## src/rtl/wb_ram_bist_pkg.sv

```systemverilog
// Shared types and defaults for the Wishbone RAM BIST initiator.
package wb_ram_bist_pkg;

  typedef enum logic [2:0] {
    S_IDLE,
    S_WR_REQ,
    S_WR_GAP,
    S_RD_REQ,
    S_RD_GAP,
    S_DONE
  } state_e;

  typedef enum logic [1:0] {
    MODE_CONST = 2'b00,
    MODE_ADDR  = 2'b01,
    MODE_LFSR  = 2'b10,
    MODE_INV   = 2'b11
  } mode_e;

  localparam logic [31:0] LFSR_POLY_DEF   = 32'h8020_0003;
  localparam int          TIMEOUT_CYC_DEF = 16;

endpackage

```

## src/rtl/wb_bist_patgen.sv

```systemverilog
// Pattern generator: the word for a given transfer index, with a Galois LFSR for MODE_LFSR.
module wb_bist_patgen
  import wb_ram_bist_pkg::*;
#(
  parameter int                   ADDRWIDTH = 9,
  parameter int                   DATAWIDTH = 32,
  parameter logic [DATAWIDTH-1:0] LFSR_POLY = DATAWIDTH'(LFSR_POLY_DEF)
) (
  input  logic                 clk_i,
  input  logic                 rst_i,
  input  mode_e                mode_i,
  input  logic [DATAWIDTH-1:0] seed_i,
  input  logic [ADDRWIDTH:0]   idx_i,
  input  logic [ADDRWIDTH-1:0] addr_i,
  input  logic                 load_i,
  input  logic                 step_i,
  output logic [DATAWIDTH-1:0] data_o
);

  localparam int HALF = DATAWIDTH / 2;

  logic [DATAWIDTH-1:0] lfsr_q, lfsr_d;
  logic [DATAWIDTH-1:0] seed_fix;
  logic [DATAWIDTH-1:0] lfsr_cur;
  logic [HALF-1:0]      addr_ext;

  // An all-zero state would lock the LFSR, so a zero seed is replaced by 1.
  assign seed_fix = (seed_i == '0) ? DATAWIDTH'(1) : seed_i;
  // Index 0 always starts from the seed, so the read pass regenerates the write sequence.
  assign lfsr_cur = (idx_i == '0) ? seed_fix : lfsr_q;
  assign addr_ext = HALF'(addr_i);

  always_comb begin
    lfsr_d = lfsr_q;
    if (load_i) begin
      lfsr_d = seed_fix;
    end else if (step_i) begin
      lfsr_d = {1'b0, lfsr_cur[DATAWIDTH-1:1]} ^ (lfsr_cur[0] ? LFSR_POLY : '0);
    end
  end

  always_ff @(posedge clk_i) begin
    if (rst_i) lfsr_q <= '0;
    else       lfsr_q <= lfsr_d;
  end

  always_comb begin
    data_o = seed_i;
    case (mode_i)
      MODE_CONST: data_o = seed_i;
      MODE_ADDR:  data_o = {~addr_ext, addr_ext};
      MODE_LFSR:  data_o = lfsr_cur;
      MODE_INV:   data_o = ~seed_i;
      default:    data_o = seed_i;
    endcase
  end

endmodule

```

## src/rtl/wb_ram_bist_master.sv

```systemverilog
// Wishbone initiator that writes a pattern over a RAM word range, reads it back and compares.
module wb_ram_bist_master
  import wb_ram_bist_pkg::*;
#(
  parameter int                   ADDRWIDTH   = 9,
  parameter int                   DATAWIDTH   = 32,
  parameter int                   TIMEOUT_CYC = TIMEOUT_CYC_DEF,
  parameter logic [DATAWIDTH-1:0] LFSR_POLY   = DATAWIDTH'(LFSR_POLY_DEF)
) (
  input  logic                   WBs_CLK_i,
  input  logic                   WBs_RST_i,
  input  logic                   start_i,
  input  logic [1:0]             mode_i,
  input  logic [DATAWIDTH-1:0]   seed_i,
  input  logic [ADDRWIDTH-1:0]   base_i,
  input  logic [ADDRWIDTH:0]     len_i,
  output logic [ADDRWIDTH+1:0]   WBm_ADR_o,
  output logic                   WBm_CYC_o,
  output logic                   WBm_STB_o,
  output logic                   WBm_WE_o,
  output logic [DATAWIDTH/8-1:0] WBm_BYTE_STB_o,
  output logic [DATAWIDTH-1:0]   WBm_DAT_o,
  input  logic [DATAWIDTH-1:0]   WBm_DAT_i,
  input  logic                   WBm_ACK_i,
  output logic                   busy_o,
  output logic                   done_o,
  output logic                   pass_o,
  output logic                   timeout_o,
  output logic [9:0]             err_cnt_o,
  output logic [ADDRWIDTH-1:0]   first_err_addr_o
);

  localparam int WAITW = $clog2(TIMEOUT_CYC + 1);

  state_e               state_q, state_d;
  mode_e                mode_q, mode_d;
  logic [DATAWIDTH-1:0] seed_q, seed_d;
  logic [ADDRWIDTH-1:0] base_q, base_d;
  logic [ADDRWIDTH:0]   len_q, len_d;
  logic [ADDRWIDTH:0]   idx_q, idx_d;
  logic [WAITW-1:0]     wait_q, wait_d;
  logic [9:0]           err_cnt_q, err_cnt_d;
  logic [ADDRWIDTH-1:0] first_err_q, first_err_d;
  logic                 pass_q, pass_d;
  logic                 timeout_q, timeout_d;

  logic                 lfsr_load, lfsr_step;
  logic [DATAWIDTH-1:0] pat_data;
  logic [ADDRWIDTH-1:0] word_addr;
  logic                 in_req, in_cyc;

  assign word_addr = base_q + idx_q[ADDRWIDTH-1:0];

  wb_bist_patgen #(
    .ADDRWIDTH(ADDRWIDTH),
    .DATAWIDTH(DATAWIDTH),
    .LFSR_POLY(LFSR_POLY)
  ) u_patgen (
    .clk_i  (WBs_CLK_i),
    .rst_i  (WBs_RST_i),
    .mode_i (mode_q),
    .seed_i (seed_q),
    .idx_i  (idx_q),
    .addr_i (word_addr),
    .load_i (lfsr_load),
    .step_i (lfsr_step),
    .data_o (pat_data)
  );

  // NOTE: every signal gets its hold value first, so no path through the case infers a latch.
  always_comb begin
    state_d     = state_q;
    mode_d      = mode_q;
    seed_d      = seed_q;
    base_d      = base_q;
    len_d       = len_q;
    idx_d       = idx_q;
    wait_d      = wait_q;
    err_cnt_d   = err_cnt_q;
    first_err_d = first_err_q;
    pass_d      = pass_q;
    timeout_d   = timeout_q;
    lfsr_load   = 1'b0;
    lfsr_step   = 1'b0;

    case (state_q)
      S_IDLE: begin
        if (start_i) begin
          mode_d      = mode_e'(mode_i);
          seed_d      = seed_i;
          base_d      = base_i;
          len_d       = len_i;
          idx_d       = '0;
          wait_d      = '0;
          err_cnt_d   = '0;
          first_err_d = '0;
          pass_d      = 1'b0;
          timeout_d   = 1'b0;
          lfsr_load   = 1'b1;
          state_d     = (len_i == '0) ? S_DONE : S_WR_REQ;
        end
      end
      S_WR_REQ, S_RD_REQ: begin
        // A late ACK in the expiring cycle still wins over the timeout.
        if (WBm_ACK_i) begin
          lfsr_step = 1'b1;
          idx_d     = idx_q + 1'b1;
          state_d   = (state_q == S_WR_REQ) ? S_WR_GAP : S_RD_GAP;
          if (state_q == S_RD_REQ && WBm_DAT_i != pat_data) begin
            if (err_cnt_q != '1) err_cnt_d = err_cnt_q + 1'b1;
            if (err_cnt_q == '0) first_err_d = word_addr;
          end
        end else if (wait_q == WAITW'(TIMEOUT_CYC - 1)) begin
          timeout_d = 1'b1;
          state_d   = S_DONE;
        end else begin
          wait_d = wait_q + 1'b1;
        end
      end
      S_WR_GAP: begin
        wait_d = '0;
        if (idx_q == len_q) begin
          idx_d     = '0;
          lfsr_load = 1'b1;
          state_d   = S_RD_REQ;
        end else begin
          state_d = S_WR_REQ;
        end
      end
      S_RD_GAP: begin
        wait_d  = '0;
        state_d = (idx_q == len_q) ? S_DONE : S_RD_REQ;
      end
      S_DONE:  state_d = S_IDLE;
      default: state_d = S_IDLE;
    endcase

    // Verdict is fixed on entry to DONE so it is valid alongside done_o.
    if (state_d == S_DONE && state_q != S_DONE) begin
      pass_d = (err_cnt_d == '0) && !timeout_d;
    end
  end

  // NOTE: sequential state uses non-blocking assignments so all registers update together.
  always_ff @(posedge WBs_CLK_i) begin
    if (WBs_RST_i) begin
      state_q     <= S_IDLE;
      mode_q      <= MODE_CONST;
      seed_q      <= '0;
      base_q      <= '0;
      len_q       <= '0;
      idx_q       <= '0;
      wait_q      <= '0;
      err_cnt_q   <= '0;
      first_err_q <= '0;
      pass_q      <= 1'b0;
      timeout_q   <= 1'b0;
    end else begin
      state_q     <= state_d;
      mode_q      <= mode_d;
      seed_q      <= seed_d;
      base_q      <= base_d;
      len_q       <= len_d;
      idx_q       <= idx_d;
      wait_q      <= wait_d;
      err_cnt_q   <= err_cnt_d;
      first_err_q <= first_err_d;
      pass_q      <= pass_d;
      timeout_q   <= timeout_d;
    end
  end

  assign in_req = (state_q == S_WR_REQ) || (state_q == S_RD_REQ);
  assign in_cyc = in_req || (state_q == S_WR_GAP) || (state_q == S_RD_GAP);

  assign WBm_CYC_o        = in_cyc;
  assign WBm_STB_o        = in_req;
  assign WBm_WE_o         = (state_q == S_WR_REQ);
  assign WBm_BYTE_STB_o   = in_req ? '1 : '0;
  assign WBm_DAT_o        = (state_q == S_WR_REQ) ? pat_data : '0;
  assign WBm_ADR_o        = in_cyc ? {2'b00, word_addr} : '0;
  assign busy_o           = (state_q != S_IDLE);
  assign done_o           = (state_q == S_DONE);
  assign pass_o           = pass_q;
  assign timeout_o        = timeout_q;
  assign err_cnt_o        = err_cnt_q;
  assign first_err_addr_o = first_err_q;

endmodule

```

## config.mk

```make
export PLATFORM = sky130hd
export DESIGN_NAME = wb_ram_bist_master
export DESIGN_NICKNAME = d
export VERILOG_FILES = /design/src/rtl/wb_ram_bist_pkg.sv /design/src/rtl/wb_bist_patgen.sv /design/src/rtl/wb_ram_bist_master.sv
export SDC_FILE = /design/constraint.sdc
export NUM_CORES = 1
export LEC_CHECK = 0
export CORE_ASPECT_RATIO = 1.1
export CORE_MARGIN = 2
export CORE_UTILIZATION = 40
export DETAILED_ROUTE_END_ITERATION = 8
export HOLD_SLACK_MARGIN = 0.08
export PLACE_DENSITY = 0.73
export SLEW_MARGIN = 10
export SYNTH_ARGS = -nofsm -noshare
export SYNTH_HDL_FRONTEND = slang
export SYNTH_SLANG_ARGS = --single-unit
```

## constraint.sdc

```tcl
create_clock -name WBs_CLK_i -period 10.7 [get_ports WBs_CLK_i]
set_input_delay 2.14 -clock WBs_CLK_i [delete_from_list [all_inputs] [get_ports WBs_CLK_i]]
set_output_delay 2.14 -clock WBs_CLK_i [all_outputs]
set_load 0.02 [all_outputs]
```

# ---- Word level (Yosys, flattened, before mapping)
# Cells that the tools add are included.
dict set report word_totals {
  out_inout_bits 73
  inputBits 89
  ff_bits 124
}
dict set report classes {
  n_reduce_logical 28
  mux 47
  add_sub_neg 4
  n_bitwise 3
  eq_ne 21
}
# op n
set ops {}
lappend ops {{32-bit 2-to-1 mux} 6}
lappend ops {{32-bit case mux with 4 select lines} 1}
lappend ops {{10-bit 2-to-1 mux} 7}
lappend ops {{9-bit 2-to-1 mux} 5}
lappend ops {{10-bit logical NOT} 4}
lappend ops {{32-bit logical NOT} 1}
lappend ops {{32-bit != test} 1}
lappend ops {{32-bit NOT} 1}
lappend ops {{31-bit by 32-bit XOR with 32-bit output} 1}
lappend ops {{10-bit case mux with 3 select lines} 1}
lappend ops {{10-bit by 1-bit adder with 10-bit output, second input constant} 2}
lappend ops {{10-bit case mux with 2 select lines} 1}
lappend ops {{3-bit 2-to-1 mux} 6}
lappend ops {{9-bit case mux with 2 select lines} 1}
lappend ops {{9-bit NOT with 16-bit output} 1}
lappend ops {{5-bit 2-to-1 mux} 3}
lappend ops {{5-bit case mux with 3 select lines} 1}
lappend ops {{2-bit != test, second input constant} 7}
lappend ops {{3-bit case mux with 4 select lines} 1}
lappend ops {{10-bit equality test} 1}
lappend ops {{1-bit 2-to-1 mux} 10}
lappend ops {{10-bit != test, second input constant} 1}
lappend ops {{9-bit adder} 1}
lappend ops {{3-bit equality test, second input constant} 3}
lappend ops {{21 further kinds} 36}

# ---- Depth between registers and ports, before layout
# Gate-level depths: netlist of run 1.
dict set report logic_depth {
  ltp_word 12
  mapped_depth 17
  depth_no_buf 16
}

# ---- Modules after synthesis
# From an unflattened synthesis of run 1, not the netlist that was laid out.
dict set report unflattened {
  cells_unflattened 1072
  area_unflattened_um2 7713.6
}
# mod seq_area_each_um2 cells_per_inst instances area_per_inst_um2
set by_module_without_submodules {}
lappend by_module_without_submodules {wb_ram_bist_master 1841.8 637 1 4952.2}
lappend by_module_without_submodules {wb_bist_patgen 640.6 435 1 2761.4}

# ---- Worst setup path before layout of run 1
# Ideal clock, no wire load.
dict set report synth_path {
  kind {reg2out}
  from {register idx_q[4]}
  to {output port WBm_DAT_o[0]}
  stages_incl_launch_ff 9
  path_buffers 2
  arrival_time_ps 2544
  setup_slack_ps 6016
  cell_sequence {dfxtp_1 > buf_2 > or4_4 > nor3_1 > clkbuf_1 > o21ai_0 > o21ai_0 > nor2_1 > nor3_1}
}
dict set report synth_via {
  elab_chain_len 4
}
# element line_no
set synth_rtl {}
lappend synth_rtl {{start, declared} wb_ram_bist_master.sv:40} ;# logic [ADDRWIDTH:0] idx_q, idx_d;
lappend synth_rtl {{start signal, assigned} wb_ram_bist_master.sv:164} ;# idx_q <= idx_d;
lappend synth_rtl {{10-bit logical NOT} wb_bist_patgen.sv:30} ;# assign lfsr_cur = (idx_i == '0) ? seed_fix : lfsr_q;
lappend synth_rtl {{32-bit 2-to-1 mux} wb_bist_patgen.sv:30}
lappend synth_rtl {{32-bit case mux with 4 select lines} wb_bist_patgen.sv:49} ;# case (mode_i)
lappend synth_rtl {{32-bit 2-to-1 mux} wb_ram_bist_master.sv:180} ;# assign WBm_DAT_o = (state_q == S_WR_REQ) ? pat_data : '0;
lappend synth_rtl {{end, declared} wb_ram_bist_master.sv:22} ;# output logic [DATAWIDTH-1:0] WBm_DAT_o,
# Every way passes these cells.

# ---- Worst setup path in the final report of run 1
dict set report layout_path {
  from {register mode_q[0]}
  to {output port WBm_DAT_o[24]}
}
dict set report layout_via {
  elab_chain_len 3
}
# element line_no
set layout_rtl {}
lappend layout_rtl {{start, declared} wb_ram_bist_master.sv:36} ;# mode_e mode_q, mode_d;
lappend layout_rtl {{start signal, assigned} wb_ram_bist_master.sv:160} ;# mode_q <= mode_d;
lappend layout_rtl {{2-bit equality test, or another cell as far along} wb_bist_patgen.sv:49}
lappend layout_rtl {{32-bit case mux with 4 select lines (*)} wb_bist_patgen.sv:49}
lappend layout_rtl {{32-bit 2-to-1 mux (*)} wb_ram_bist_master.sv:180}
# Every way passes the cells marked *; elsewhere a longest branch is shown, timed or not.

==> results by group, run 1 <==
Outcome
  – Outcome: finished clean

CTS
  – Setup bufs post-CTS: 0
  – CTS Buffer Depth: 2
  – Worst-path clk slew: 0.05 ns
  – CTS buffer count: 17
  – CTS Hold Bufs: 0
  – TritonCTS clock tree: yes
  – Maximum level of the CTS H-tree: 4
  – CTS Root Buffer Type: clkbuf_16
  – Post-cts repair resize count: 0
  – Clock sinks: 124
  – Worst skew pair latency: 0.42 ns

Yosys
  – Synth warn: 0
  – Avg Inst Size Synth: approximately 7.1 um2
  – Post-synth EDFFs: 0
  – Post-synth ARST share: 0%
  – Register area share after synthesis: 29.56%
  – Cell area after synthesis: 8397 um2
  – Cells after Synth: 1,181
  – Ys flop type: dfxtp_1
  – Synth Register Bits: 124
  – Synth cell types: 81

Pwr
  – Reg power frac: 36.4%
  – Power Density: 140.9 nW/um2
  – Switching power of the nets: 486.4 uW
  – Clock Power Share: around 37%
  – Comb power frac: 26.6%
  – Pleak: 0.003782 uW
  – Pint: 989.1 uW
  – Peak supply drop: 0.0001174 V
  – Sw frac: 32.96%

STA
  – Setup Viol. Count Final: 0
  – Setup TNS Final: 0 ns
  – Hold Fails Final Rpt: 0
  – Setup Skew: 0.008242 ns
  – Hold slack: approximately 0.46 ns
  – Slew @ Worst Pin: between 1 and 1.5 ns
  – Tmin final: about 6.5 ns
  – Slew headroom: 21.45%
  – Final Max Slew Viols: 0
  – Fin crit share: 60.63%
  – FMAX: 154.1 MHz
  – RSZ-0062 raised after global routing: false

Worst hold path
  – Worst Hold Path EP: base_q[5]
  – HP Start: base_q[5]
  – Hold crit path type: register to register
  – Hold path cells: 2

Critical path
  – R2R Setup Slk: a little under 5 ns
  – WP data required: 8.56 ns
  – R2R Path End: pass_o
  – Critical Path Start Type: register
  – Buf/Inv on CP: 3
  – Kind of critical path: register to output pin
  – Slowest stage delay, CP: roughly 1.1 ns
  – Crit-path slowest cell: a41oi_1
  – Critical path cell sequence: buf_4, clkinv_1, a41oi_1, nor2_1, a31oi_1, a22o_1, and2_1, clkdlybuf4s50_1
  – Worst r2r src: mode_q[0]
  – Worst Setup SP: mode_q[0]
  – Cell family with most CP delay: buffers and inverters
  – Crit path arrival time: around 4.4 ns
  – Endpoint class of the critical path: output pin
  – Worst r2r path cells: 14
  – Worst-path maximum fanout: between 70 and 80

Die
  – Die area: 22,170 um2
  – Initial Util: 40.81%
  – Ports: 162
  – Site Rows: 55
  – Core Footprint: 20,580 um2
  – Die height: 156.0 um
  – Horiz. Die Dim: 142.1 um

Global route
  – Total grt overflow: 0
  – Maximum number of pins on one net before global-route repair: between 70 and 80
  – First-pass GRT wire length: 44.18 mm
  – Vias in the first global route: 8,221
  – Initial antenna violation count: 0
  – Total track usage: about a quarter

Layout
  – Fillers: 1,974
  – Commonest non-fill, non-tap cells in the layout: 228 x nand2_1, 158 x clkdlybuf4s50_1, 125 x a21oi_1
  – Layout Area Growth over Synthesis: 24.69%
  – Post-Layout Cell Count: 1,528
  – Antenna Cells: 0
  – Most common cell after layout, fill and taps aside: nand2_1
  – Area occupied by registers: 2485 um2
  – Layout cells sized above 1: between 5 and 6%
  – Nets: 1,364
  – Multi-input combinational cell area: 5354 um2

Placement
  – PortBufs: 159
  – Dpl cells: between 1,000 and 1,500
  – DP Wirelength: around 20 mm
  – Gp weighted congestion: 0.9834

Route
  – DR iter-0 viols: ~900
  – Avg WL per Cell: between 15 and 20 um
  – Final antenna-violating net count: 0
  – Via Count: between 8,000 and 9,000
  – Drt drc: 0
  – DRT Pass-1 Iters: 5
  – Routed wire length: 28.36 mm
  – Via-per-instance ratio: 5.825

Run
  – Max Cap Viol: 0
[worst max path at each step]
stage	end	slack (ns)	depth (start not counted)
floorplan	WBm_DAT_o[0]	6.02	8
detailed placement	WBm_DAT_o[24]	4.75	8
global placement	WBm_DAT_o[24]	4.81	8
finish	WBm_DAT_o[24]	4.21	8
CTS	WBm_DAT_o[24]	4.29	8
global route	WBm_DAT_o[24]	3.99	6
[registers in the layout, indices dropped and copies added (netlist names)]
| name | flops |
|---|---|
| base_q | 9 |
| err_cnt_o | 10 |
| first_err_addr_o | 9 |
| idx_q | 10 |
| len_q | 10 |
| mode_q | 2 |
| pass_o | 1 |
| seed_q | 32 |
| state_q | 3 |
| timeout_o | 1 |
| u_patgen.lfsr_q | 32 |
| wait_q | 5 |
[worst register-to-register path: stages, from the launching register on]
cell	delay, ns
dfxtp_2	0.31
buf_4	0.56
clkinv_1	0.73
a41oi_1	1.09
nor2_1	0.08
o2bb2ai_1	0.32
xor2_1	0.13
a2111oi_1	0.58
nand4_1	0.24
nor4_4	0.55
a21oi_2	0.24
or3_1	0.38
a211oi_2	0.22
nand3_1	0.13
o31ai_2	0.19
[layout make-up]
cell class	count	area share (%)
tap	256	3.059
timing repair buffer	169	15.89
inverter	24	0.8604
sequential	124	23.73
clock inverter	6	0.5856
multi-input combinational	924	51.14
clock buffer	25	4.732
[metal layers]
metal  GRT usage [%]  vias up  share of wire (%)
met5               0        -                  0
met4           13.05        0                4.5
met3           4.573       77                7.7
met2           39.52      418                 45
met1           33.49     4136                 43
li1                -     4269                  -
[Yosys cell counts (4+ instances only)]
cell	count	share of area (%)
a211o_1	4	0.42
a211oi_1	12	1.1
a21o_1	6	0.54
a21oi_1	125	7.5
a21oi_2	7	0.73
a22oi_1	4	0.36
a31oi_1	9	0.67
and2_1	9	0.67
and3_1	15	1.1
buf_1	7	0.31
buf_2	10	0.60
buf_4	13	1.2
clkbuf_1	72	3.2
clkbuf_2	6	0.36
dfxtp_1	124	30
ha_1	14	2.1
inv_1	22	0.98
mux2i_1	30	3.6
nand2_1	228	10
nand2b_1	10	0.75
nand3_1	44	2.6
nand3b_1	6	0.54
nand4_1	11	0.82
nor2_1	122	5.5
nor2b_1	6	0.45
nor3_1	25	1.5
nor3b_1	4	0.36
nor4_1	15	1.1
o211ai_1	43	3.8
o21ai_0	34	2.0
o22ai_1	5	0.37
or2_2	5	0.37
or3_1	7	0.52
xnor2_1	27	2.8
xor2_1	29	3.0
[logic make-up after synthesis]
| group | synth area share, % |
|---|---|
| other | 0.04466 |
| AO/OA/AOI/OAI | 22.53 |
| buffers and inverters | 6.988 |
| multiplexers | 3.710 |
| adder cells (fa/ha/maj) | 2.325 |
| AND/OR/NAND/NOR | 29.00 |
| flip-flops | 29.56 |
| XOR/XNOR | 5.841 |
[power by group through the flow]
stage	combinational [uW]	sequential, uW	clock, uW
after global routing	427	540	574
after CTS	389	535	552
after floorplan	270	522	0
after detailed placement	387	544	0
final	392	537	547
after global placement	383	544	0
[per-stage QoR]
step           setup WS, ns  utilization [%]  cell area, um2  power [uW]
2_1_floorplan         6.016                -            8401       792.1
3_3_place_gp          4.810            48.18            9913       926.8
3_5_place_dp          4.755            48.18            9913       931.2
4_1_cts               4.294            50.88           10470        1476
5_1_grt               3.991            50.88           10470        1541
6_report              4.213            50.88           10470        1476
Power figures use the tool's default switching activity.
==> run 2, diff against run 1 <==
==> constraint.sdc (replaced) <==
create_clock -name WBs_CLK_i -period 6.1 [get_ports WBs_CLK_i]
set_input_delay 1.22 -clock WBs_CLK_i [delete_from_list [all_inputs] [get_ports WBs_CLK_i]]
set_output_delay 1.22 -clock WBs_CLK_i [all_outputs]
set_load 0.02 [all_outputs]
==> run 2 against run 1 <==
Power is 77% higher. Critical path depth is 2 lower. Hold slack better by 0.0038 ns. Combinational power is 76% higher. Sequential share of layout area is 0.096 points lower. Largest cell class unchanged. Core utilization is 0.21 points higher.
==> results by group, run 2 (synthesized netlist as in run 1, its figures left out) <==
Outcome
  – Outcome: finished clean

Critical path
  – WP data required: just under 5 ns
  – Critical path cell sequence: nand2b_1, inv_2, nand2_1, inv_1, and2_1, clkdlybuf4s50_1
  – Kind of critical path: register to output pin
  – Buf/Inv on CP: 3
  – Setup crit end: WBm_DAT_o[23]
  – Stages on worst setup path: 6
  – Worst r2r src: idx_q[1]
  – R2R Setup Slk: 1.00 ns
  – Endpoint class of the critical path: output pin
  – Worst r2r path cells: 15
  – R2R Path End: pass_o
  – Crit-path slowest cell: nand2b_1
  – Slowest stage delay, CP: about 0.88 ns
  – Worst-path maximum fanout: 27
  – Cell family with most CP delay: simple AND/OR/NAND/NOR gates
  – Crit path arrival time: 3.90 ns
  – Worst Setup SP: state_q[2]
  – Critical Path Start Type: register

Pwr
  – Sw frac: 34.38%
  – Peak supply drop: roughly 0.00019 V
  – Reg power frac: 36.3%
  – Clock Power Share: 37.3%
  – Switching power of the nets: 896.1 uW
  – Pleak: 0.003801 uW
  – Pint: 1710 uW
  – Comb power frac: 26.5%
  – Power Density: between 200 and 250 nW/um2

STA
  – Final Max Slew Viols: 0
  – Slew @ Worst Pin: 1.154 ns
  – RSZ-0062 raised after global routing: false
  – Hold Fails Final Rpt: 0
  – Slew headroom: 23.06%
  – Setup Viol. Count Final: 0
  – FMAX: 195.5 MHz
  – Tmin final: ~5 ns
  – Fin crit share: 83.86%
  – Setup TNS Final: 0 ns
  – Setup Skew: between 0.01 and 0.015 ns

Die
  – Site Rows: 55
  – Die area: 22,170 um2
  – Initial Util: 40.81%
  – Horiz. Die Dim: 142.1 um
  – Ports: 162
  – Core Footprint: 20,580 um2
  – Die height: between 150 and 200 um

Layout
  – Fillers: ~2,000
  – Nets: about 1,400
  – Multi-input combinational cell area: 5349 um2
  – Most common cell after layout, fill and taps aside: nand2_1
  – Layout cells sized above 1: 6.568%
  – Top Registers: seed_q: 32 flops, u_patgen.lfsr_q: 32 flops
  – Antenna Cells: 0
  – Post-Layout Cell Count: about 1,500
  – Design area: 10,510 um2
  – Area occupied by registers: approximately 2500 um2
  – Layout Area Growth over Synthesis: 25.20%
  – Commonest non-fill, non-tap cells in the layout: 228 x nand2_1, 158 x clkdlybuf4s50_1, 125 x a21oi_1

Placement
  – PortBufs: 159
  – DP Wirelength: 20.66 mm
  – Cell Area, Placed: about 10000 um2
  – Gp weighted congestion: 0.9775
  – Dpl cells: between 1,500 and 2,000

Run
  – Max Cap Viol: 0

CTS
  – CTS Buffer Depth: 2
  – Setup bufs post-CTS: 0
  – CTS buffer count: 17
  – Post-cts repair resize count: 0
  – Clock sinks: between 100 and 150
  – Worst-path clk slew: about 0.06 ns
  – CTS Root Buffer Type: clkbuf_16
  – TritonCTS clock tree: yes
  – Maximum level of the CTS H-tree: 4
  – Worst skew pair latency: around 0.43 ns
  – CTS Hold Bufs: 0

Route
  – Via Count: 9,096
  – Routed wire length: 29.30 mm
  – DRT Pass-1 Iters: 5
  – DR iter-0 viols: 890
  – Drt drc: 0
  – Via-per-instance ratio: 5.926
  – Final antenna-violating net count: 0
  – Avg WL per Cell: 19.09 um

Global route
  – Initial antenna violation count: 0
  – First-pass GRT wire length: 45.79 mm
  – Maximum number of pins on one net before global-route repair: 75
  – Total grt overflow: 0
  – Total track usage: 26.26%
  – Vias in the first global route: 8,278

Worst hold path
  – Hold crit path type: register to register
run 2: changes by cell type in the layout (fill, tap and decap cells not counted):
cell | before | now
clkinv_2 | 3 | 4
inv_6 | 0 | 3
nand3_2 | 1 | 0
clkinvlp_4 | 1 | 3
buf_4 | 11 | 17
clkbuf_1 | 4 | 1
nand3_1 | 43 | 44
clkbuf_8 | 4 | 1
clkinv_4 | 1 | 2
run 2: per-stage QoR:
| step | total power [uW] | hold WS (ns) | utilization (%) | setup WS [ns] |
|---|---|---|---|---|
| after floorplan | 1389 | 0.4406 | - | 2.208 |
| after global placement | 1631 | 0.4573 | 48.37 | 1.067 |
| after detailed placement | 1638 | 0.4629 | 48.37 | 1.042 |
| after CTS | 2604 | 0.4709 | 51.09 | 1.005 |
| after global routing | 2722 | 0.4935 | 51.09 | 0.6644 |
| final | 2606 | 0.4674 | 51.09 | 0.9846 |
run 2: worst min-delay path by stage:
stage / end / cells after the start / slack, ns / startpoint
after floorplan: base_q[0] / 2 / 0.44 / base_q[0]
after global placement: len_q[5] / 2 / 0.46 / len_q[5]
after detailed placement: len_q[5] / 2 / 0.46 / len_q[5]
after CTS: len_q[5] / 2 / 0.47 / len_q[5]
after global routing: base_q[8] / 2 / 0.49 / base_q[8]
final: len_q[5] / 2 / 0.47 / len_q[5]
run 2: cell type report:
type                            count  area share [%]
Multi-Input combinational cell    924           50.88
Sequential cell                   124           23.64
Clock buffer                       19           4.213
Timing Repair Buffer              175           16.26
Clock inverter                     13           1.107
Tap cell                          256           3.047
Inverter                           24          0.8569
run 2: power groups by stage:
stage | registers [uW] | clock network [uW] | logic, uW
final | 946 | 971 | 690
after global routing | 951 | 1020 | 751
after CTS | 942 | 978 | 684
after detailed placement | 959 | 0 | 678
after global placement | 959 | 0 | 672
after floorplan | 915 | 0 | 474
run 2: routing by layer:
metal / share of wire [%] / track usage (%)
met5: 0 / 0
met4: 4.2 / 11.57
met3: 9.1 / 5.955
met2: 45 / 40.79
met1: 42 / 34.86
run 2: worst register-to-register path, stage by stage, from the launching register on:
cell	delay, ns
dfxtp_1	0.37
inv_1	0.12
ha_1	0.21
nor4b_1	0.55
a31oi_1	0.44
a221oi_1	0.65
xor2_1	0.19
nand4_1	0.20
nor3_1	0.46
nand4_1	0.26
nor4_4	0.52
a21oi_2	0.22
or3_1	0.37
a211oi_2	0.20
nand3_1	0.11
o31ai_2	0.17
